**src/rtl/store_buffer_pkg.sv**
```systemverilog
// Shared definitions for the MEM-stage store path: store op codes, byte-enable constants, drain FSM states.
// Latency: n/a (types and constants only).
// Backpressure: n/a.
package store_buffer_pkg;

    // Store op codes, shared with the control unit
    typedef enum logic [1:0] {
        ST_NONE = 2'b00,
        ST_SB   = 2'b01,
        ST_SH   = 2'b10,
        ST_SW   = 2'b11
    } st_op_t;

    // Byte-enable patterns for the data-memory write port
    localparam logic [3:0] BE_B0  = 4'b0001;
    localparam logic [3:0] BE_B1  = 4'b0010;
    localparam logic [3:0] BE_B2  = 4'b0100;
    localparam logic [3:0] BE_B3  = 4'b1000;
    localparam logic [3:0] BE_HLO = 4'b0011;
    localparam logic [3:0] BE_HHI = 4'b1100;
    localparam logic [3:0] BE_W   = 4'b1111;

    // Drain FSM: IDLE exactly when the buffer holds nothing
    typedef enum logic {
        IDLE  = 1'b0,
        DRAIN = 1'b1
    } sb_state_t;

    // One buffered store: word address, lane-replicated data, byte enables
    typedef struct packed {
        logic [29:0] waddr;
        logic [31:0] wdata;
        logic [3:0]  be;
    } sb_entry_t;

endpackage

```
**src/rtl/store_buffer_if.sv**
```systemverilog
// Bundles the MEM-stage store/load-probe signals and the data-memory write port of the store buffer.
// Latency: n/a (wires only).
// Backpressure: st_stall toward the pipeline, dm_req/dm_ack toward memory.
interface store_buffer_if;

    logic        st_valid;
    logic [1:0]  st_op;
    logic [31:0] st_addr;
    logic [31:0] st_data;
    logic        st_stall;
    logic        st_exc;
    logic [31:0] ld_addr;
    logic        ld_hit;
    logic        sb_empty;
    logic        dm_req;
    logic [31:0] dm_addr;
    logic [31:0] dm_wdata;
    logic [3:0]  dm_be;
    logic        dm_ack;

    // The store buffer itself
    modport slave (
        input  st_valid, st_op, st_addr, st_data, ld_addr, dm_ack,
        output st_stall, st_exc, ld_hit, sb_empty,
        output dm_req, dm_addr, dm_wdata, dm_be
    );

    // Pipeline plus data memory around the buffer
    modport master (
        output st_valid, st_op, st_addr, st_data, ld_addr, dm_ack,
        input  st_stall, st_exc, ld_hit, sb_empty,
        input  dm_req, dm_addr, dm_wdata, dm_be
    );

endinterface

```
**src/rtl/store_align.sv**
```systemverilog
// Store-side mirror of the load extender: op/addr/data -> byte enables, replicated write data, misalignment.
// Latency: purely combinational.
// Backpressure: none.
module store_align
    import store_buffer_pkg::*;
(
    input  st_op_t      op,
    input  logic [1:0]  addr_lo,
    input  logic [31:0] data,
    output logic [3:0]  be,
    output logic [31:0] wdata,
    output logic        misaligned
);

    // Decode the lane pattern for each store width; ST_NONE yields all zeros
    always_comb begin
        be         = 4'b0000;
        wdata      = 32'h0;
        misaligned = 1'b0;
        case (op)
            ST_SB: begin
                be    = BE_B0 << addr_lo;
                wdata = {4{data[7:0]}};
            end
            ST_SH: begin
                misaligned = addr_lo[0];
                be         = addr_lo[1] ? BE_HHI : BE_HLO;
                wdata      = {2{data[15:0]}};
            end
            ST_SW: begin
                misaligned = |addr_lo;
                be         = BE_W;
                wdata      = data;
            end
            default: begin
                be         = 4'b0000;
                wdata      = 32'h0;
                misaligned = 1'b0;
            end
        endcase
    end

endmodule

```
**src/rtl/store_buffer.sv**
```systemverilog
// In-order store buffer: aligns sb/sh/sw, queues them, drains to data memory, flags loads that hit pending words.
// Latency: store accepted at edge N is presented on dm_req in cycle N+1; one write per acked cycle.
// Backpressure: st_stall while full (registered count only); head held stable until dm_ack.
module store_buffer
    import store_buffer_pkg::*;
#(
    parameter int DEPTH = 2
) (
    input  logic           clk,
    input  logic           reset,
    store_buffer_if.slave  sb
);

    localparam int PW = (DEPTH > 1) ? $clog2(DEPTH) : 1;
    localparam int CW = PW + 1;
    localparam logic [CW-1:0] FULL_CNT = CW'(DEPTH);
    localparam logic [CW-1:0] ONE_CNT  = CW'(1);

    logic [3:0]    al_be;
    logic [31:0]   al_wdata;
    logic          al_mis;

    logic          st_act;
    logic          full;
    logic          accept;
    logic          pop;

    sb_entry_t     entries [DEPTH];
    logic [DEPTH-1:0] valid;
    logic [PW-1:0] wr_ptr;
    logic [PW-1:0] rd_ptr;
    logic [CW-1:0] count;

    sb_state_t     state;
    sb_state_t     state_nxt;

    logic          dm_req_o;
    logic [31:0]   dm_addr_o;
    logic [31:0]   dm_wdata_o;
    logic [3:0]    dm_be_o;
    logic          ld_hit_o;
    logic          ld_lo_unused;

    store_align u_align (
        .op         (st_op_t'(sb.st_op)),
        .addr_lo    (sb.st_addr[1:0]),
        .data       (sb.st_data),
        .be         (al_be),
        .wdata      (al_wdata),
        .misaligned (al_mis)
    );

    // Store-side decisions; full comes from the registered count so a same-cycle ack cannot lift the stall
    assign st_act      = sb.st_valid & (sb.st_op != ST_NONE);
    assign full        = (count == FULL_CNT);
    assign accept      = st_act & ~al_mis & ~full;
    assign sb.st_stall = st_act & ~al_mis & full;
    assign sb.st_exc   = st_act & al_mis;

    // An ack only counts while the head is actually being presented
    assign pop = (state == DRAIN) & sb.dm_ack;

    // Entry storage: written at the tail on accept, no reset needed since valid bits guard it
    always_ff @(posedge clk) begin
        if (accept) begin
            entries[wr_ptr] <= '{waddr: sb.st_addr[31:2], wdata: al_wdata, be: al_be};
        end
    end

    // Pointers, occupancy and per-entry valid bits; push and pop in one cycle leave count unchanged
    always_ff @(posedge clk) begin
        if (!reset) begin
            wr_ptr <= '0;
            rd_ptr <= '0;
            count  <= '0;
            valid  <= '0;
        end else begin
            if (accept) begin
                wr_ptr        <= wr_ptr + 1'b1;
                valid[wr_ptr] <= 1'b1;
            end
            if (pop) begin
                rd_ptr        <= rd_ptr + 1'b1;
                valid[rd_ptr] <= 1'b0;
            end
            case ({accept, pop})
                2'b10:   count <= count + 1'b1;
                2'b01:   count <= count - 1'b1;
                default: count <= count;
            endcase
        end
    end

    // Drain FSM state register
    always_ff @(posedge clk) begin
        if (!reset) begin
            state <= IDLE;
        end else begin
            state <= state_nxt;
        end
    end

    // Drain FSM next state: leave DRAIN only when the last entry pops with nothing arriving
    always_comb begin
        state_nxt = state;
        case (state)
            IDLE: begin
                if (accept) begin
                    state_nxt = DRAIN;
                end
            end
            DRAIN: begin
                if (pop && !accept && (count == ONE_CNT)) begin
                    state_nxt = IDLE;
                end
            end
            default: state_nxt = IDLE;
        endcase
    end

    // Drain FSM outputs: present the head entry while draining, drive zeros when idle
    always_comb begin
        dm_req_o   = 1'b0;
        dm_addr_o  = 32'h0;
        dm_wdata_o = 32'h0;
        dm_be_o    = 4'b0000;
        if (state == DRAIN) begin
            dm_req_o   = 1'b1;
            dm_addr_o  = {entries[rd_ptr].waddr, 2'b00};
            dm_wdata_o = entries[rd_ptr].wdata;
            dm_be_o    = entries[rd_ptr].be;
        end
    end

    // Load probe: any valid entry to the same word hits, including the one popping this cycle
    always_comb begin
        ld_hit_o = 1'b0;
        for (int i = 0; i < DEPTH; i++) begin
            if (valid[i] && (entries[i].waddr == sb.ld_addr[31:2])) begin
                ld_hit_o = 1'b1;
            end
        end
    end

    // Byte offset of the load is irrelevant to a word-granular hit
    assign ld_lo_unused = ^sb.ld_addr[1:0];

    assign sb.dm_req   = dm_req_o;
    assign sb.dm_addr  = dm_addr_o;
    assign sb.dm_wdata = dm_wdata_o;
    assign sb.dm_be    = dm_be_o;
    assign sb.ld_hit   = ld_hit_o;
    assign sb.sb_empty = (count == '0);

endmodule

```
**src/flat_wrapper.sv**
```systemverilog
// flat-port wrapper written by rule: the top's interface ports become plain ports
module store_buffer_flat import store_buffer_pkg::*;
#(
    parameter int DEPTH = 2
)
  (clk, reset, sb_st_valid, sb_st_op, sb_st_addr, sb_st_data, sb_ld_addr, sb_dm_ack, sb_st_stall, sb_st_exc, sb_ld_hit, sb_sb_empty, sb_dm_req, sb_dm_addr, sb_dm_wdata, sb_dm_be);
  store_buffer_if sb_i ();
  input  logic clk;
  input  logic reset;
  input wire logic [$bits(sb_i.st_valid)-1:0] sb_st_valid;
  input wire logic [$bits(sb_i.st_op)-1:0] sb_st_op;
  input wire logic [$bits(sb_i.st_addr)-1:0] sb_st_addr;
  input wire logic [$bits(sb_i.st_data)-1:0] sb_st_data;
  input wire logic [$bits(sb_i.ld_addr)-1:0] sb_ld_addr;
  input wire logic [$bits(sb_i.dm_ack)-1:0] sb_dm_ack;
  output wire logic [$bits(sb_i.st_stall)-1:0] sb_st_stall;
  output wire logic [$bits(sb_i.st_exc)-1:0] sb_st_exc;
  output wire logic [$bits(sb_i.ld_hit)-1:0] sb_ld_hit;
  output wire logic [$bits(sb_i.sb_empty)-1:0] sb_sb_empty;
  output wire logic [$bits(sb_i.dm_req)-1:0] sb_dm_req;
  output wire logic [$bits(sb_i.dm_addr)-1:0] sb_dm_addr;
  output wire logic [$bits(sb_i.dm_wdata)-1:0] sb_dm_wdata;
  output wire logic [$bits(sb_i.dm_be)-1:0] sb_dm_be;
  assign sb_i.st_valid = sb_st_valid;
  assign sb_i.st_op = sb_st_op;
  assign sb_i.st_addr = sb_st_addr;
  assign sb_i.st_data = sb_st_data;
  assign sb_i.ld_addr = sb_ld_addr;
  assign sb_i.dm_ack = sb_dm_ack;
  assign sb_st_stall = sb_i.st_stall;
  assign sb_st_exc = sb_i.st_exc;
  assign sb_ld_hit = sb_i.ld_hit;
  assign sb_sb_empty = sb_i.sb_empty;
  assign sb_dm_req = sb_i.dm_req;
  assign sb_dm_addr = sb_i.dm_addr;
  assign sb_dm_wdata = sb_i.dm_wdata;
  assign sb_dm_be = sb_i.dm_be;
  store_buffer #(.DEPTH(DEPTH)) u_core (.clk(clk), .reset(reset), .sb(sb_i));
endmodule
```
**config.mk**
```make
export PLATFORM = sky130hd
export DESIGN_NAME = store_buffer_flat
export DESIGN_NICKNAME = d
export VERILOG_FILES = /design/src/rtl/store_buffer_pkg.sv /design/src/rtl/store_buffer_if.sv /design/src/rtl/store_align.sv /design/src/rtl/store_buffer.sv /design/src/flat_wrapper.sv
export SDC_FILE = /design/constraint.sdc
export NUM_CORES = 1
export LEC_CHECK = 0
export CAP_MARGIN = 15
export CORE_MARGIN = 5
export CORE_UTILIZATION = 53
export DETAILED_ROUTE_END_ITERATION = 8
export PLACE_DENSITY = 0.86
export RECOVER_POWER = 100
export SLEW_MARGIN = 15
export SYNTH_ARGS = -nofsm -noshare
export SYNTH_HDL_FRONTEND = slang
export SYNTH_SLANG_ARGS = --single-unit
```
**constraint.sdc**
```tcl
create_clock -name clk -period 7.65 [get_ports clk]
set_clock_uncertainty 0.1 [all_clocks]
set_input_delay 1.53 -clock clk [delete_from_list [all_inputs] [get_ports clk]]
set_output_delay 1.53 -clock clk [all_outputs]
set_load 0.02 [all_outputs]
```
### Word-level counts from Yosys, hierarchy flattened

Memory sizes are Yosys's and may differ from the RTL's. A register that Yosys moved wholly into a read port is not among the register bits.
Index checks and enable logic that the tools add are counted.

* register bits after elaboration: 7
* bits in writable memories: 132
* input port bits: 102
* output and inout port bits: 73
* memories: 1

* $add $sub $neg: 4
* $lt $le $gt $ge: 4
* equal/unequal tests: 9
* shift operators: 1
* mux-type cells: 24
* bitwise gates (word level): 12
* reductions and logical operators: 11

Memories
* u_core.entries: depth 2, width 66, read ports 3, clocked after Yosys merged registers in 1, write ports 1, line store_buffer.sv:28 `sb_entry_t entries [DEPTH];`

Operators by type and width (number)
* $pmux W32 S3: 1
* $mux W32: 2
* $eq A30 B30 Y1: 2
* $pmux W4 S3: 1
* $mux W1: 10
* $eq A2 B2 Y1 const B: 4
* $mux W4: 2
* $and A1 B1 Y1: 6
* $eq A2 B1 Y1 const B: 3
* $logic_and A1 B1 Y1: 6
* $mux W2: 3
* $lt A1 B2 Y1 const B: 2
* $pmux W1 S2: 2
* $pmux W2 S2: 1
* $reduce_bool A2 Y1: 2
* $shl A1 B2 Y4 const A: 1
* $not A1 Y1: 3
* $add A1 B1 Y1 const B: 2
* $add A2 B1 Y2 const B: 1
* $and A2 B2 Y2: 1
* $demux W1 S1: 2
* $ge A1 B1 Y1 const B: 2
* $logic_not A2 Y1: 1
* $not A2 Y2: 1
* 4 further kinds: 4

### Longest topological paths before layout

* word-level depth: 10
* gate-level depth with buffers: 8
* mapped depth without buffers: 8

### Hierarchy

A second synthesis with hierarchy kept.

* cell total of the unflattened synthesis: 473
* area total of the unflattened synthesis: 6703.9 um^2

By module, submodules not included
* store_buffer: instances 1, cells each 405, area an instance 6178.4 um^2
* store_align: instances 1, cells each 68, area an instance 525.5 um^2

### Worst setup path before layout

Ideal clock, no wire load.

* path type: in2out
* from: input sb_ld_addr[4]
* to: output sb_ld_hit
* arrival time: 2.635 ns
* slack: 3.385 ns
* stages: 4
* path buffers: 0
* path through: xnor2_1 nand4_1 or4_1 o22ai_1

* cells in the longest elaborated chain, start to end: 4

Ends and longest elaborated chain
* start, declared: line flat_wrapper.sv:14 `input wire logic [$bits(sb_i.ld_addr)-1:0] sb_ld_addr;`
* $eq A30 B30 Y1: line store_buffer.sv:139 `if (valid[i] && (entries[i].waddr == sb.ld_addr[31:2])) begin`
* $logic_and A1 B1 Y1: line store_buffer.sv:139
* $mux W1: line store_buffer.sv:139
* $mux W1 (*): line store_buffer.sv:139
* end, declared: line flat_wrapper.sv:18 `output wire logic [$bits(sb_i.ld_hit)-1:0] sb_ld_hit;`

Every way passes the cells marked *; elsewhere a longest branch is shown, timed or not.

### Final worst setup path

* from: input sb_st_op[1]
* to: output sb_st_stall

* cells in the longest elaborated chain, start to end: 5

Ends and longest elaborated chain
* start, declared: line flat_wrapper.sv:11 `input wire logic [$bits(sb_i.st_op)-1:0] sb_st_op;`
* $eq A2 B2 Y1: line store_align.sv:20 `case (op)`
* $pmux W1 S2: line store_align.sv:20
* $not A1 Y1: line store_buffer.sv:57 `assign sb.st_stall = st_act & ~al_mis & full;`
* $and A1 B1 Y1 (*) (2 in a row): line store_buffer.sv:57
* end, declared: line flat_wrapper.sv:16 `output wire logic [$bits(sb_i.st_stall)-1:0] sb_st_stall;`

Marks and branches as above.

==> results.toml <==
[run_status]
status = "finished, violations left"
violations = "max-capacitance violations, max-slew violations"

[layout]
commonest_cells_after_routing_fill_and_taps_aside = "edfxtp_1, dlygate4sd3_1, mux2i_1, nor2b_1, clkdlybuf4s50_1"
layout-drive-gt1-share = 0.05621
fin_nets = 770
area_delta_synth_final_pct = 34.79
final_util = 0.7255
final-seq-area_mm2 = 0.004128
nFillCells = 820
final_cell_count_no_fill = 851
layout_commonest_cell = "edfxtp_1"
multiInputGateArea_mm2 = 0.002461

[worst_setup_path]
arrival_ns = 4.56
max_stage_delay_ns = 1.57
worstSetupStartpointType = "input port"
critical_path.reg2reg.endpoint = "u_core.entries[0][22]"
timing.critical_path.required_ns = 6.02
critical_path.endpoint_type = "primary output"
crit_chain = "clkbuf_1 -> o21ai_0 -> a211oi_1 -> dlygate4sd3_1"
r2r-start = "u_core.count[0]"
rrSetupSlack_ns = 4.24
crit_slowest_cell = "clkbuf_1"
worstRegToRegCells = 6
crit_fanout = 45
critPathKind = "input port to primary output"

[placement]
post-place-cells = 817
post-dp-hpwl_um = 11440
port_buffers = 170
routabilityCongestion = 0.8654

[clock_network]
cts-root-to-sink-buffers = 2
clock_tree_from_tritoncts = "done"
clock_insertion_delay_worst_skew_ns = 0.41
cts_made_buffers = 17
post_cts_sizing = 0
post_cts.repair.setup_buffers = 0
hold_buffers = 0
cts.sinks = 140
worst_setup_hold_path_clk_slew_ns = 0.06
clock_tree.htree_level_count = 4
root_buffer = "clkbuf_16"

[sta]
finalCriticalPeriod_ns = 6.188
max_clock_freq_ghz = 0.1616
report.final.hold_viol_count = 0
slew-limit-headroom = -0.4924
tns_ns = 0
timing.final.setup_violations = 0
final.period_utilization = 0.8089
timing_worst_slew_pin_value_ns = 2.239
grt_setup_unrepaired = "false"
timing.final.max_slew_violations = 117

[grt]
gr-usage-all-layers = 0.2206
first_global_vias = 4855
grt_antenna_before_repair = 2
gr-total-overflow = 0
largest_net_degree_at_the_start_of_global_routing = 71
grt_first_pass_wirelength_um = 25160

[hold_path]
min_delay_path_depth = 1
holdCritPathClass = "register to register"
hold-path-endpoint = "u_core.valid[1]"
worst_hold_startpoint = "u_core.valid[1]"

[synth]
seq_area_frac_synth = 0.6096
syn-mean-instance-area_um2 = 13.58
ys_ff_latch = 140
syn_area_mm2 = 0.006765
synthesis.instances = 498
ys_warn_count = 0
number_of_different_library_cells_in_the_post_synthesis_netlist = 41

[floorplan]
die_width_um = 123.0
site_rows = 41
effective_utilization_at_floorplan = 0.5383
num_io_pins = 175
die-area_mm2 = 0.01512
core_mm2 = 0.01257
die-height_um = 123.0

[power]
powerDensity_mw_per_mm2 = 218.2
vdd_ir_drop_max_mv = 0.1889
power_mw = 1.990
leakage_nw = 3.284

[route]
dr.first_iter.drc_count = 266
num_vias = 4656
detail_route.first_pass.iterations = 4
final_antenna_net_count = 0
post_detailed_route_wirelength_per_cell_um = 19.52
detail_route.vias_per_cell = 5.471
finalWirelength_um = 16610
detail_route.drc_violations = 0

[run]
max_cap_check_violation_count = 2
-- worst max-delay path, delay by kind of cell --
family | cells | cell delay [ns]
buffers and inverters | 2 | 2.29
AO/OA/AOI/OAI | 2 | 0.73
-- registers in the layout, indices dropped and copies added, names as in the netlist, named ones only --
name / count
u_core.entries: 132
u_core.count: 2
u_core.valid: 2
u_core.rd_ptr: 1
u_core.state: 1
u_core.wr_ptr: 1
-- metal layers --
layer  part of all wire  vias up  global-route usage  routed length [um]
li1                   -     2146                   -                   -
met4              0.016        0             0.07474                 258
met2               0.50      224              0.3758                8322
met3               0.11       22             0.08097                1798
met5                  0        -                   0                   0
met1               0.38     2264              0.2588                6232
-- worst max-delay path by stage --
stage | startpoint | to | slack, ns
floorplan | sb_ld_addr[4] | sb_ld_hit | 3.38
global placement | sb_ld_addr[20] | sb_ld_hit | 2.33
detailed placement | sb_ld_addr[30] | sb_ld_hit | 2.30
CTS | sb_ld_addr[30] | sb_ld_hit | 2.30
global route | sb_st_op[1] | sb_st_stall | 1.29
finish | sb_st_op[1] | sb_st_stall | 1.46
-- cells in the mapped netlist --
master    number  area, um2
edfxtp_1     132       3964
mux2i_1       82      820.8
nor2b_1       75      469.2
xnor2_1       31      271.5
xor2_1        30      262.8
o21ai_0       19      95.09
nand2_1       14      52.55
clkbuf_1      13      48.80
nand4_1       10      62.56
a21oi_1        9      45.04
a22o_1         8      70.07
buf_2          8      40.04
dfxtp_1        8      160.2
inv_1          8      30.03
nand3_1        7      35.03
nor4_1         6      37.54
buf_4          4      30.03
ha_1           4      50.05
nor2_1         4      15.01
and2_1         2      12.51
nor3_1         2      10.01
o211a_1        2      20.02
or4_1          2      15.01
a211oi_1       1      7.510
a211oi_4       1      20.02
a21o_1         1      7.510
a31oi_1        1      6.260
and2_2         1      7.510
and2_4         1      8.760
and3_2         1      7.510
buf_1          1      3.750
buf_6          1      11.26
conb_1         1      3.750
inv_2          1      3.750
nor2_4         1      11.26
o21a_1         1      7.510
o21ai_2        1      8.760
o221a_2        1      11.26
o22ai_1        1      6.260
o311ai_0       1      8.760
or3_1          1      6.260
-- final cells by class --
class                           instances  share of cell area
Antenna cell                            3           0.0008233
Clock buffer                           17             0.04665
Clock inverter                         14             0.01427
Inverter                                9            0.003705
Multi-Input combinational cell        323              0.2699
Sequential cell                       140              0.4527
Tap cell                              172             0.02360
Timing Repair Buffer                  173              0.1884
-- report_power, final --
group | total (mW) | switching (mW) | leakage, nW | internal [mW]
logic | 0.298 | 0.152 | 1.73 | 0.146
clock network | 0.770 | 0.299 | 0.273 | 0.471
registers | 0.922 | 0.0323 | 1.28 | 0.890
total | 1.99 | 0.483 | 3.28 | 1.51
-- metrics by stage --
stage | hold slack, ns | worst slack, ns | cell area, um2
CTS | 0.4251 | 2.304 | 9130
finish | 0.4169 | 1.462 | 9119
detailed placement | 0.4087 | 2.304 | 8574
global route | 0.4457 | 1.287 | 9116
global placement | 0.3934 | 2.327 | 8574
floorplan | 0.3718 | 3.385 | 6769
-- logic make-up after synthesis --
kind of cell / synth area share
and+or+nand+nor: 0.1110
other: 0.0005543
DFF: 0.6096
xor gates and xnor gates: 0.07897
muxes: 0.1213
AOI/OAI and AO/OA: 0.04642
buffers and inverters: 0.02478
adders and majority gates: 0.007398
(Power assumes the default switching activity.)
